$ cat config.mk
export PLATFORM = sky130hd
export DESIGN_NAME = vm1_irq_sched
export DESIGN_NICKNAME = d
export VERILOG_FILES = /design/src/rtl/vm1_irq_sched_pkg.sv /design/src/rtl/vm1_irq_sched_prio.sv /design/src/rtl/vm1_irq_sched.sv
export SDC_FILE = /design/constraint.sdc
export NUM_CORES = 1
export LEC_CHECK = 0
export ABC_CLOCK_PERIOD_IN_PS = 2180
export BUFFER_PORTS_ARGS = -buffer_cell sky130_fd_sc_hd__buf_2
export CAP_MARGIN = 40
export CORE_ASPECT_RATIO = 0.6
export CORE_MARGIN = 5
export CORE_UTILIZATION = 45
export CTS_BUF_LIST = sky130_fd_sc_hd__clkbuf_16
export DETAILED_ROUTE_END_ITERATION = 16
export PLACE_DENSITY = 0.8
export RECOVER_POWER = 50
export SYNTH_ARGS = -nofsm -noshare
export SYNTH_HDL_FRONTEND = slang
export SYNTH_SLANG_ARGS = --single-unit
$ cat constraint.sdc
create_clock -name i_clk -period 2.18 [get_ports i_clk]
set_input_delay 0.218 -clock i_clk [delete_from_list [all_inputs] [get_ports i_clk]]
set_output_delay 0.218 -clock i_clk [all_outputs]
set_load 0.02 [all_outputs]
$ cat src/rtl/vm1_irq_sched_pkg.sv
// Shared definitions for the VM1 interrupt/exception scheduler:
// source indices, vector table, masking sets and FSM encoding.
package vm1_irq_sched_pkg;

    localparam int NUM_SRC = 9;

    localparam logic [3:0] SRC_NONE = 4'd0;
    localparam logic [3:0] SRC_QBTO = 4'd1;
    localparam logic [3:0] SRC_IATO = 4'd2;
    localparam logic [3:0] SRC_UERR = 4'd3;
    localparam logic [3:0] SRC_TBIT = 4'd4;
    localparam logic [3:0] SRC_ACLO = 4'd5;
    localparam logic [3:0] SRC_IRQ1 = 4'd6;
    localparam logic [3:0] SRC_IRQ2 = 4'd7;
    localparam logic [3:0] SRC_IRQ3 = 4'd8;
    localparam logic [3:0] SRC_VIRQ = 4'd9;

    localparam logic [15:0] VEC_QBTO = 16'o000004;
    localparam logic [15:0] VEC_IATO = 16'o000004;
    localparam logic [15:0] VEC_UERR = 16'o000010;
    localparam logic [15:0] VEC_TBIT = 16'o000014;
    localparam logic [15:0] VEC_ACLO = 16'o000024;
    localparam logic [15:0] VEC_IRQ1 = 16'o160002;
    localparam logic [15:0] VEC_IRQ2 = 16'o000100;
    localparam logic [15:0] VEC_IRQ3 = 16'o000270;

    // Bit n of a source vector corresponds to source index n+1.
    // Halt mode blocks aclo, irq1..irq3 and virq; psw7 blocks irq2, irq3, virq.
    localparam logic [NUM_SRC-1:0] HALT_MASK = 9'b1_1111_0000;
    localparam logic [NUM_SRC-1:0] PRIO_MASK = 9'b1_1100_0000;

    typedef enum logic [1:0] {
        ST_IDLE    = 2'd0,
        ST_PRESENT = 2'd1,
        ST_CLEAR   = 2'd2
    } schedState_t;

    // Vector lookup; the vectored interrupt takes the externally supplied vector.
    function automatic logic [15:0] srcVector(input logic [3:0] src, input logic [15:0] extVec);
        logic [15:0] v;
        case (src)
            SRC_QBTO: v = VEC_QBTO;
            SRC_IATO: v = VEC_IATO;
            SRC_UERR: v = VEC_UERR;
            SRC_TBIT: v = VEC_TBIT;
            SRC_ACLO: v = VEC_ACLO;
            SRC_IRQ1: v = VEC_IRQ1;
            SRC_IRQ2: v = VEC_IRQ2;
            SRC_IRQ3: v = VEC_IRQ3;
            SRC_VIRQ: v = extVec;
            default:  v = 16'd0;
        endcase
        return v;
    endfunction

endpackage

$ cat src/rtl/vm1_irq_sched_prio.sv
// Fixed-priority encoder: returns the index (1 = highest) of the first
// pending source, or 0 when nothing is pending.
module vm1_irq_prio
    import vm1_irq_sched_pkg::*;
(
    input  logic [NUM_SRC-1:0] i_pending,
    output logic [3:0]         o_index
);

    // Scan from lowest to highest priority so the highest pending source wins.
    always_comb begin
        o_index = SRC_NONE;
        for (int i = NUM_SRC - 1; i >= 0; i--) begin
            if (i_pending[i]) begin
                o_index = 4'(i + 1);
            end
        end
    end

endmodule

$ cat src/rtl/vm1_irq_sched.sv
// VM1 interrupt/exception scheduler: collects exception and interrupt
// sources, arbitrates by fixed priority and presents one request at a time
// to the microsequencer with an ack handshake and a one-cycle clear gap.
module vm1_irq_sched
    import vm1_irq_sched_pkg::*;
(
    input  logic        i_clk,
    input  logic        i_init,
    input  logic        i_qbto,
    input  logic        i_iato,
    input  logic        i_uerr,
    input  logic        i_aclo,
    input  logic        i_irq1,
    input  logic        i_irq2,
    input  logic        i_irq3,
    input  logic        i_virq,
    input  logic [15:0] i_extVec,
    input  logic        i_tbit,
    input  logic        i_psw7,
    input  logic        i_psw10,
    input  logic        i_wcpu,
    input  logic        i_ack,
    output logic        o_req,
    output logic [3:0]  o_code,
    output logic [15:0] o_vec,
    output logic        o_wake
);

    schedState_t        r_state;
    schedState_t        w_nextState;

    logic [2:0]         r_excFlags;
    logic [3:0]         r_edgeFlags;
    logic [3:0]         r_edgePrev;
    logic               r_reload;
    logic [3:0]         r_code;
    logic [15:0]        r_vec;
    logic               r_wake;

    logic [2:0]         w_excIn;
    logic [2:0]         w_excClr;
    logic [3:0]         w_edgeIn;
    logic [3:0]         w_edgeRise;
    logic [3:0]         w_edgeClr;
    logic [NUM_SRC-1:0] w_raw;
    logic [NUM_SRC-1:0] w_haltMask;
    logic [NUM_SRC-1:0] w_prioMask;
    logic [NUM_SRC-1:0] w_pending;
    logic [3:0]         w_winner;
    logic               w_ackTaken;
    logic               w_grant;

    assign w_excIn    = {i_uerr, i_iato, i_qbto};
    assign w_edgeIn   = {i_irq3, i_irq2, i_irq1, i_aclo};
    // The first cycle after init only reloads history, so held levels never arm.
    assign w_edgeRise = w_edgeIn & ~r_edgePrev & {4{~r_reload}};

    assign w_ackTaken = (r_state == ST_PRESENT) && i_ack;
    assign w_grant    = (r_state == ST_IDLE) && (w_winner != SRC_NONE);

    // Pending vector ordered by source index; tbit and virq are live levels.
    assign w_raw      = {i_virq, r_edgeFlags, i_tbit, r_excFlags};
    assign w_haltMask = i_psw10 ? HALT_MASK : '0;
    assign w_prioMask = i_psw7  ? PRIO_MASK : '0;
    assign w_pending  = w_raw & ~(w_haltMask | w_prioMask);

    vm1_irq_prio u_prio (
        .i_pending (w_pending),
        .o_index   (w_winner)
    );

    // Decode which stored flag the accepted request retires.
    always_comb begin
        w_excClr  = '0;
        w_edgeClr = '0;
        for (int i = 0; i < 3; i++) begin
            w_excClr[i] = w_ackTaken && (r_code == 4'(SRC_QBTO + 4'(i)));
        end
        for (int i = 0; i < 4; i++) begin
            w_edgeClr[i] = w_ackTaken && (r_code == 4'(SRC_ACLO + 4'(i)));
        end
    end

    // Source flags and edge history; a new set beats a simultaneous clear.
    always_ff @(posedge i_clk) begin
        if (i_init) begin
            r_excFlags  <= '0;
            r_edgeFlags <= '0;
            r_edgePrev  <= '0;
            r_reload    <= 1'b1;
        end else begin
            r_excFlags  <= (r_excFlags & ~w_excClr) | w_excIn;
            r_edgeFlags <= (r_edgeFlags & ~w_edgeClr) | w_edgeRise;
            r_edgePrev  <= w_edgeIn;
            r_reload    <= 1'b0;
        end
    end

    // State register.
    always_ff @(posedge i_clk) begin
        if (i_init) begin
            r_state <= ST_IDLE;
        end else begin
            r_state <= w_nextState;
        end
    end

    // Next-state logic: arbitrate in IDLE, hold until ack, one clear cycle.
    always_comb begin
        w_nextState = r_state;
        case (r_state)
            ST_IDLE: begin
                if (w_grant) begin
                    w_nextState = ST_PRESENT;
                end
            end
            ST_PRESENT: begin
                if (i_ack) begin
                    w_nextState = ST_CLEAR;
                end
            end
            ST_CLEAR: begin
                w_nextState = ST_IDLE;
            end
            default: begin
                w_nextState = ST_IDLE;
            end
        endcase
    end

    // Freeze the winner's index and vector on the grant edge.
    always_ff @(posedge i_clk) begin
        if (i_init) begin
            r_code <= SRC_NONE;
            r_vec  <= '0;
        end else if (w_grant) begin
            r_code <= w_winner;
            r_vec  <= srcVector(w_winner, i_extVec);
        end
    end

    // WAIT wakeup ignores the psw7 priority mask but honours halt mode.
    always_ff @(posedge i_clk) begin
        if (i_init) begin
            r_wake <= 1'b0;
        end else begin
            r_wake <= i_wcpu && (|(w_raw & ~w_haltMask));
        end
    end

    // Outputs are only live while a request is presented.
    always_comb begin
        o_req  = 1'b0;
        o_code = SRC_NONE;
        o_vec  = '0;
        if (r_state == ST_PRESENT) begin
            o_req  = 1'b1;
            o_code = r_code;
            o_vec  = r_vec;
        end
        o_wake = r_wake;
    end

endmodule

**Word-level counts from Yosys, hierarchy flattened**

Index checks and enable logic that the tools add are counted.

- Bits in registers: 35
- Output and inout port bits: 22
- Input bits: 31
- Word-level logic and storage cells: 76

- Bitwise operators: 15
- Reductions and logical operators: 15
- Equality and inequality tests: 19
- Multiplexer cells: 19

Operator list:

| operator | count |
|---|---|
| $pmux 16 s8 | 1 |
| $mux 4 | 10 |
| $eq 4x3->1 const B | 7 |
| $and 9x9->9 | 2 |
| $mux 9 | 2 |
| $not 9->9 | 2 |
| $eq 4x2->1 const B | 4 |
| $mux 16 | 1 |
| $and 4x4->4 | 3 |
| $eq 4x4->1 const B | 3 |
| $logic_and 1x1->1 | 10 |
| $or 9x9->9 | 1 |
| $reduce_or 9->1 | 1 |
| $eq 4x1->1 const B | 2 |
| $not 4->4 | 2 |
| $mux 2 | 2 |
| $ne 2x2->1 const B | 2 |
| $or 4x4->4 | 1 |
| $pmux 2 s2 | 1 |
| $reduce_bool 4->1 | 1 |
| $and 3x3->3 | 1 |
| $not 3->3 | 1 |
| $or 3x3->3 | 1 |
| $eq 2x1->1 const B | 1 |
| 5 further kinds | 6 |

**Depth between registers and ports, before layout**

- Depth after elaboration: 17
- Depth in mapped cells: 8
- Mapped depth without buffers: 5

**By module**

A second synthesis with hierarchy kept.

- Cells, all modules: 214
- Area total of the unflattened synthesis: 1721.7 um^2

Modules (own cells, without submodules):

| module | area each (um^2) | sequential area each (um^2) | instances | cells an instance |
|---|---|---|---|---|
| vm1_irq_sched | 1630.3 | 700.7 | 1 | 200 |
| vm1_irq_prio | 91.3 | 0.0 | 1 | 14 |

**Worst setup path after synthesis**

Ideal clock, no wire load.

- Path kind: flip-flop to flip-flop
- From: reg r_edgeFlags[0]
- To: reg r_vec[13]
- Clock period less this slack: 1548 ps
- Path buffers: 2
- Stages on the path, launching flop included: 8
- Setup slack: 632 ps
- Library setup time: 86 ps
- Arrival: 1462 ps
- Cells stage by stage: dfxtp_1 clkbuf_2 nor3_4 nand4b_4 a211oi_2 buf_6 nand2_1 a211oi_1

- Word-level cells in the longest chain between the ends: 9
- Elaborated cells between the ends (all ways): 19
- Classes of those cells: eq/ne (9); mux (6); bitwise (1); reduce/logical (3)

RTL lines:

| item | RTL line | source |
|---|---|---|
| from (decl) | vm1_irq_sched.sv:33 | `logic [3:0] r_edgeFlags;` |
| from (signal assigned) | vm1_irq_sched.sv:93 | `r_edgeFlags <= (r_edgeFlags & ~w_edgeClr) \| w_edgeRise;` |
| $and 9x9->9 * | vm1_irq_sched.sv:65 | `assign w_pending = w_raw & ~(w_haltMask \| w_prioMask);` |
| $mux 4 * (5 in series) | vm1_irq_sched_prio.sv:14 | `if (i_pending[i]) begin` |
| $eq 4x2->1 or $eq 4x1->1 (tied branches) | vm1_irq_sched_pkg.sv:41 | `case (src)` |
| $reduce_or 2->1 (no source line) | n/a |  |
| $pmux 16 s8 | vm1_irq_sched_pkg.sv:41 |  |
| to (signal assigned) | vm1_irq_sched.sv:138 | `r_vec <= srcVector(w_winner, i_extVec);` |
| to (decl) | vm1_irq_sched.sv:37 | `logic [15:0] r_vec;` |

Every way passes the cells marked *; elsewhere a longest branch is shown, timed or not.
A chain may end at the register's enable or synchronous reset.

**Worst setup path after layout**

- From: reg r_edgeFlags[2]
- To: reg r_vec[3]

- Word-level cells in the longest chain between the ends: 11
- Elaborated cells between the ends (all ways): 21
- Classes of those cells: eq/ne (9); mux (8); bitwise (1); reduce/logical (3)

RTL lines:

| item | RTL line |
|---|---|
| $and 9x9->9 * | vm1_irq_sched.sv:65 |
| $mux 4 * (7 in series) | vm1_irq_sched_prio.sv:14 |
| $eq 4x2->1 or $eq 4x1->1 (tied branches) | vm1_irq_sched_pkg.sv:41 |
| $reduce_or 2->1 (no source line) | n/a |
| $pmux 16 s8 | vm1_irq_sched_pkg.sv:41 |

Marks and branches as above.

==> impl_results.md <==
* RSZ-0062 raised after global routing: false
* Mean area per synthesized cell at 8.01 µm²
* TritonCTS clock tree: built
* Die ar. at 5410 µm²
* Total Nets Final at 305
* CTS Sinks at 35
* WL/cell at 14.3 µm
* Status: completed
* Power, Total at 1.70 mW
* Tot GR Track Use at 17.9%
* Starting Density at 47.9%
* H-tree depth at 2
* Fraction of the yosys area taken by sequential cells at 38.9%
* Longest Clk Path Bufs at 2
* DRC Markers at 0
* CP startpoint kind: flip-flop
* Synth Register Bits at 35
* Pins Over Slew Limit at 0
* WL final at 4600 µm
* Routability cong. at 0.861
* Num ports at 53
* Site Rows at 17
* First-pass GRT wire length at 7830 µm
* Slew margin rel. at 4.64%
* IO buf count at 52
* Max-cap violations at 0
* CTS buffer count at 5
* Setup bufs post-CTS at 0
* Area of the mapped netlist at 1800 µm²
* DR vias at 1780
* Worst hold path type: input pin to flip-flop
* Power Dens Cells at 773 nW/µm²
* Vias/cell at 5.53
* YS warnings at 0
* Drt pass-1 iters at 4
* Net load switching power at 0.481 mW
* Netlist cell types at 42
* Fin crit period at 1.88 ns
* Cts repair resizes at 0
* Clock skew at 0.00187 ns
* Total core area at 3760 µm²
* Clock Root Buffer: clkbuf_16
* Reg power frac at 43.0%
* Fmax at 531 MHz
* Clk_lat worst skew at 0.27 ns
* Most frequent cells in the layout: buf_2, dfxtp_1, nor2_1
* Clock network power share at 40.3%
* Setup TNS at 0 ns
* DPL Wire Length at 3460 µm
* Crit path DAT at 1.97 ns
* Worst-path clk slew at 0.05 ns
* Sw Share at 28.4%
* Post-route design area at 2190 µm²
* Hold Fails Final Rpt at 0
* Final core area utilization at 58.2%
* Leakage power at 0.875 nW
* Pint at 1.21 mW
* Filler cells at 368
* Worst EP required at 2.27 ns
* Die H at 59.0 µm
* PnR worst setup slack at 0.297 ns
* Logic pwr share at 16.7%
* Crit Path Class: flip-flop to flip-flop
* Dpl ws at 0.407 ns
* Placement Cell Area at 2070 µm²
* Actual slew at the worst max-slew pin at 1.43 ns
* Die width at 91.7 µm
* Post-route clock period utilization at 86.4%
* CTS Hold Bufs at 0
* GRT overflow at 0
* Area Growth Syn to Fin at 21.7%
* Largest net degree at the start of global routing at 37
* Post-synth net total at 256
* Max Fanout on Critical Path at 7
* Synth Instances at 225
* Starting DRT DRC Count at 168
* Vias in the first global route at 1611
* # setup viols final at 0
* Maximum VDD drop at 0.000332 V
* Endpoint class of the critical path: flip-flop
* ANT cells at 0
* Antenna Violating Nets Remaining at 0
* Layout cells sized above 1 at 18.9%
* Initial antenna violation count at 0
-- stage by stage --
step | instances | hold slack [ns]
floorplan | 225 | 0.246
global placement | 314 | 0.426
detailed placement | 314 | 0.428
CTS | 322 | 0.142
global route | 322 | 0.166
finish | 322 | 0.144
-- sequential cells by signal, indices dropped and copies added (netlist names) --
name and cells:
r_state 2, r_excFlags 3, o_wake 1, r_edgeFlags 4, r_vec 16, r_edgePrev 4, r_reload 1, r_code 4
-- kinds of logic (layout without fill, tap and decap cells) --
logic type / count (synthesis) / after routing / share of synthesized area [%]
buffers and inverters: 19 / 69 / 5.63
DFF: 35 / 35 / 38.9
and+or+nand+nor: 114 / 114 / 34.7
muxes: 1 / 1 / 0.556
AOI/OAI and AO/OA: 56 / 56 / 20.3
-- per-layer routing --
| metal | wire, µm | vias up | global-route usage [%] |
|---|---|---|---|
| met1 | 2350 | 818 | 27.8 |
| met2 | 1900 | 72 | 25.2 |
| li1 | - | 890 | - |
| met4 | 0 | 0 | 2.54 |
| met5 | 0 | - | 0 |
| met3 | 356 | 0 | 4.31 |
-- cell type report --
type / count / area [µm²] / share of cell area [%]
clock buffer: 5 / 125 / 5.71
clock inverter: 3 / 20.0 / 0.913
inverter: 5 / 18.8 / 0.856
multi-input combinational: 171 / 1000 / 45.6
sequential: 35 / 701 / 32.0
tap: 47 / 58.8 / 2.68
timing repair buffer: 56 / 269 / 12.3
-- cell usage after synthesis --
master	number	area (µm²)
nor4_1	1	6.26
nand3_1	7	35.0
and2_1	21	131
a21oi_1	21	105
o21bai_1	1	7.51
nand4b_4	1	23.8
or2_2	1	6.26
nand2b_1	3	18.8
or3_1	3	18.8
nor3_1	8	40.0
buf_2	2	10.0
nor2b_1	7	43.8
nand3b_1	4	30.0
clkbuf_2	1	5.00
nor3_2	1	10.0
o31ai_1	2	15.0
buf_4	1	7.51
o21ai_0	6	30.0
o311a_1	1	10.0
a211oi_1	5	37.5
nor3_4	2	32.5
clkbuf_1	7	26.3
a211oi_2	1	12.5
o41ai_1	1	8.76
o21a_1	1	7.51
a311oi_1	4	35.0
or2_0	1	6.26
mux2i_1	1	10.0
buf_6	3	33.8
a2111oi_0	1	8.76
a31oi_1	2	12.5
nand4b_1	1	8.76
nand4_1	1	6.26
nor2_1	25	93.8
nor3b_1	2	15.0
or4_1	1	7.51
dfxtp_1	35	701
inv_1	5	18.8
o211ai_1	6	45.0
nand2_1	24	90.1
a22oi_1	1	7.51
a21o_1	3	22.5
-- final timing paths --
path / start / to / slack, ns / depth (start not counted)
max: r_edgeFlags[2] / r_vec[3] / 0.30 / 5
min: i_uerr / r_excFlags[2] / 0.14 / 3
max reg2reg: r_edgeFlags[2] / r_vec[3] / 0.30 / 5
min reg2reg: r_vec[8] / r_vec[8] / 0.45 / 2
-- power groups by stage --
stage / registers (mW) / clock network [mW] / logic (mW)
after floorplan: 0.722 / 0 / 0.212
after CTS: 0.728 / 0.696 / 0.286
final: 0.729 / 0.684 / 0.283
after global placement: 0.740 / 0 / 0.282
after detailed placement: 0.741 / 0 / 0.284
after global routing: 0.737 / 0.729 / 0.315
-- worst max-delay path, stage by stage (launching register included) --
cell,delay (ns)
dfxtp_1,0.51
nor2b_1,0.29
o31ai_1,0.15
a2111oi_0,0.48
a21o_1,0.17
a311oi_1,0.09
Note: power is estimated with default switching activity, not from simulation.
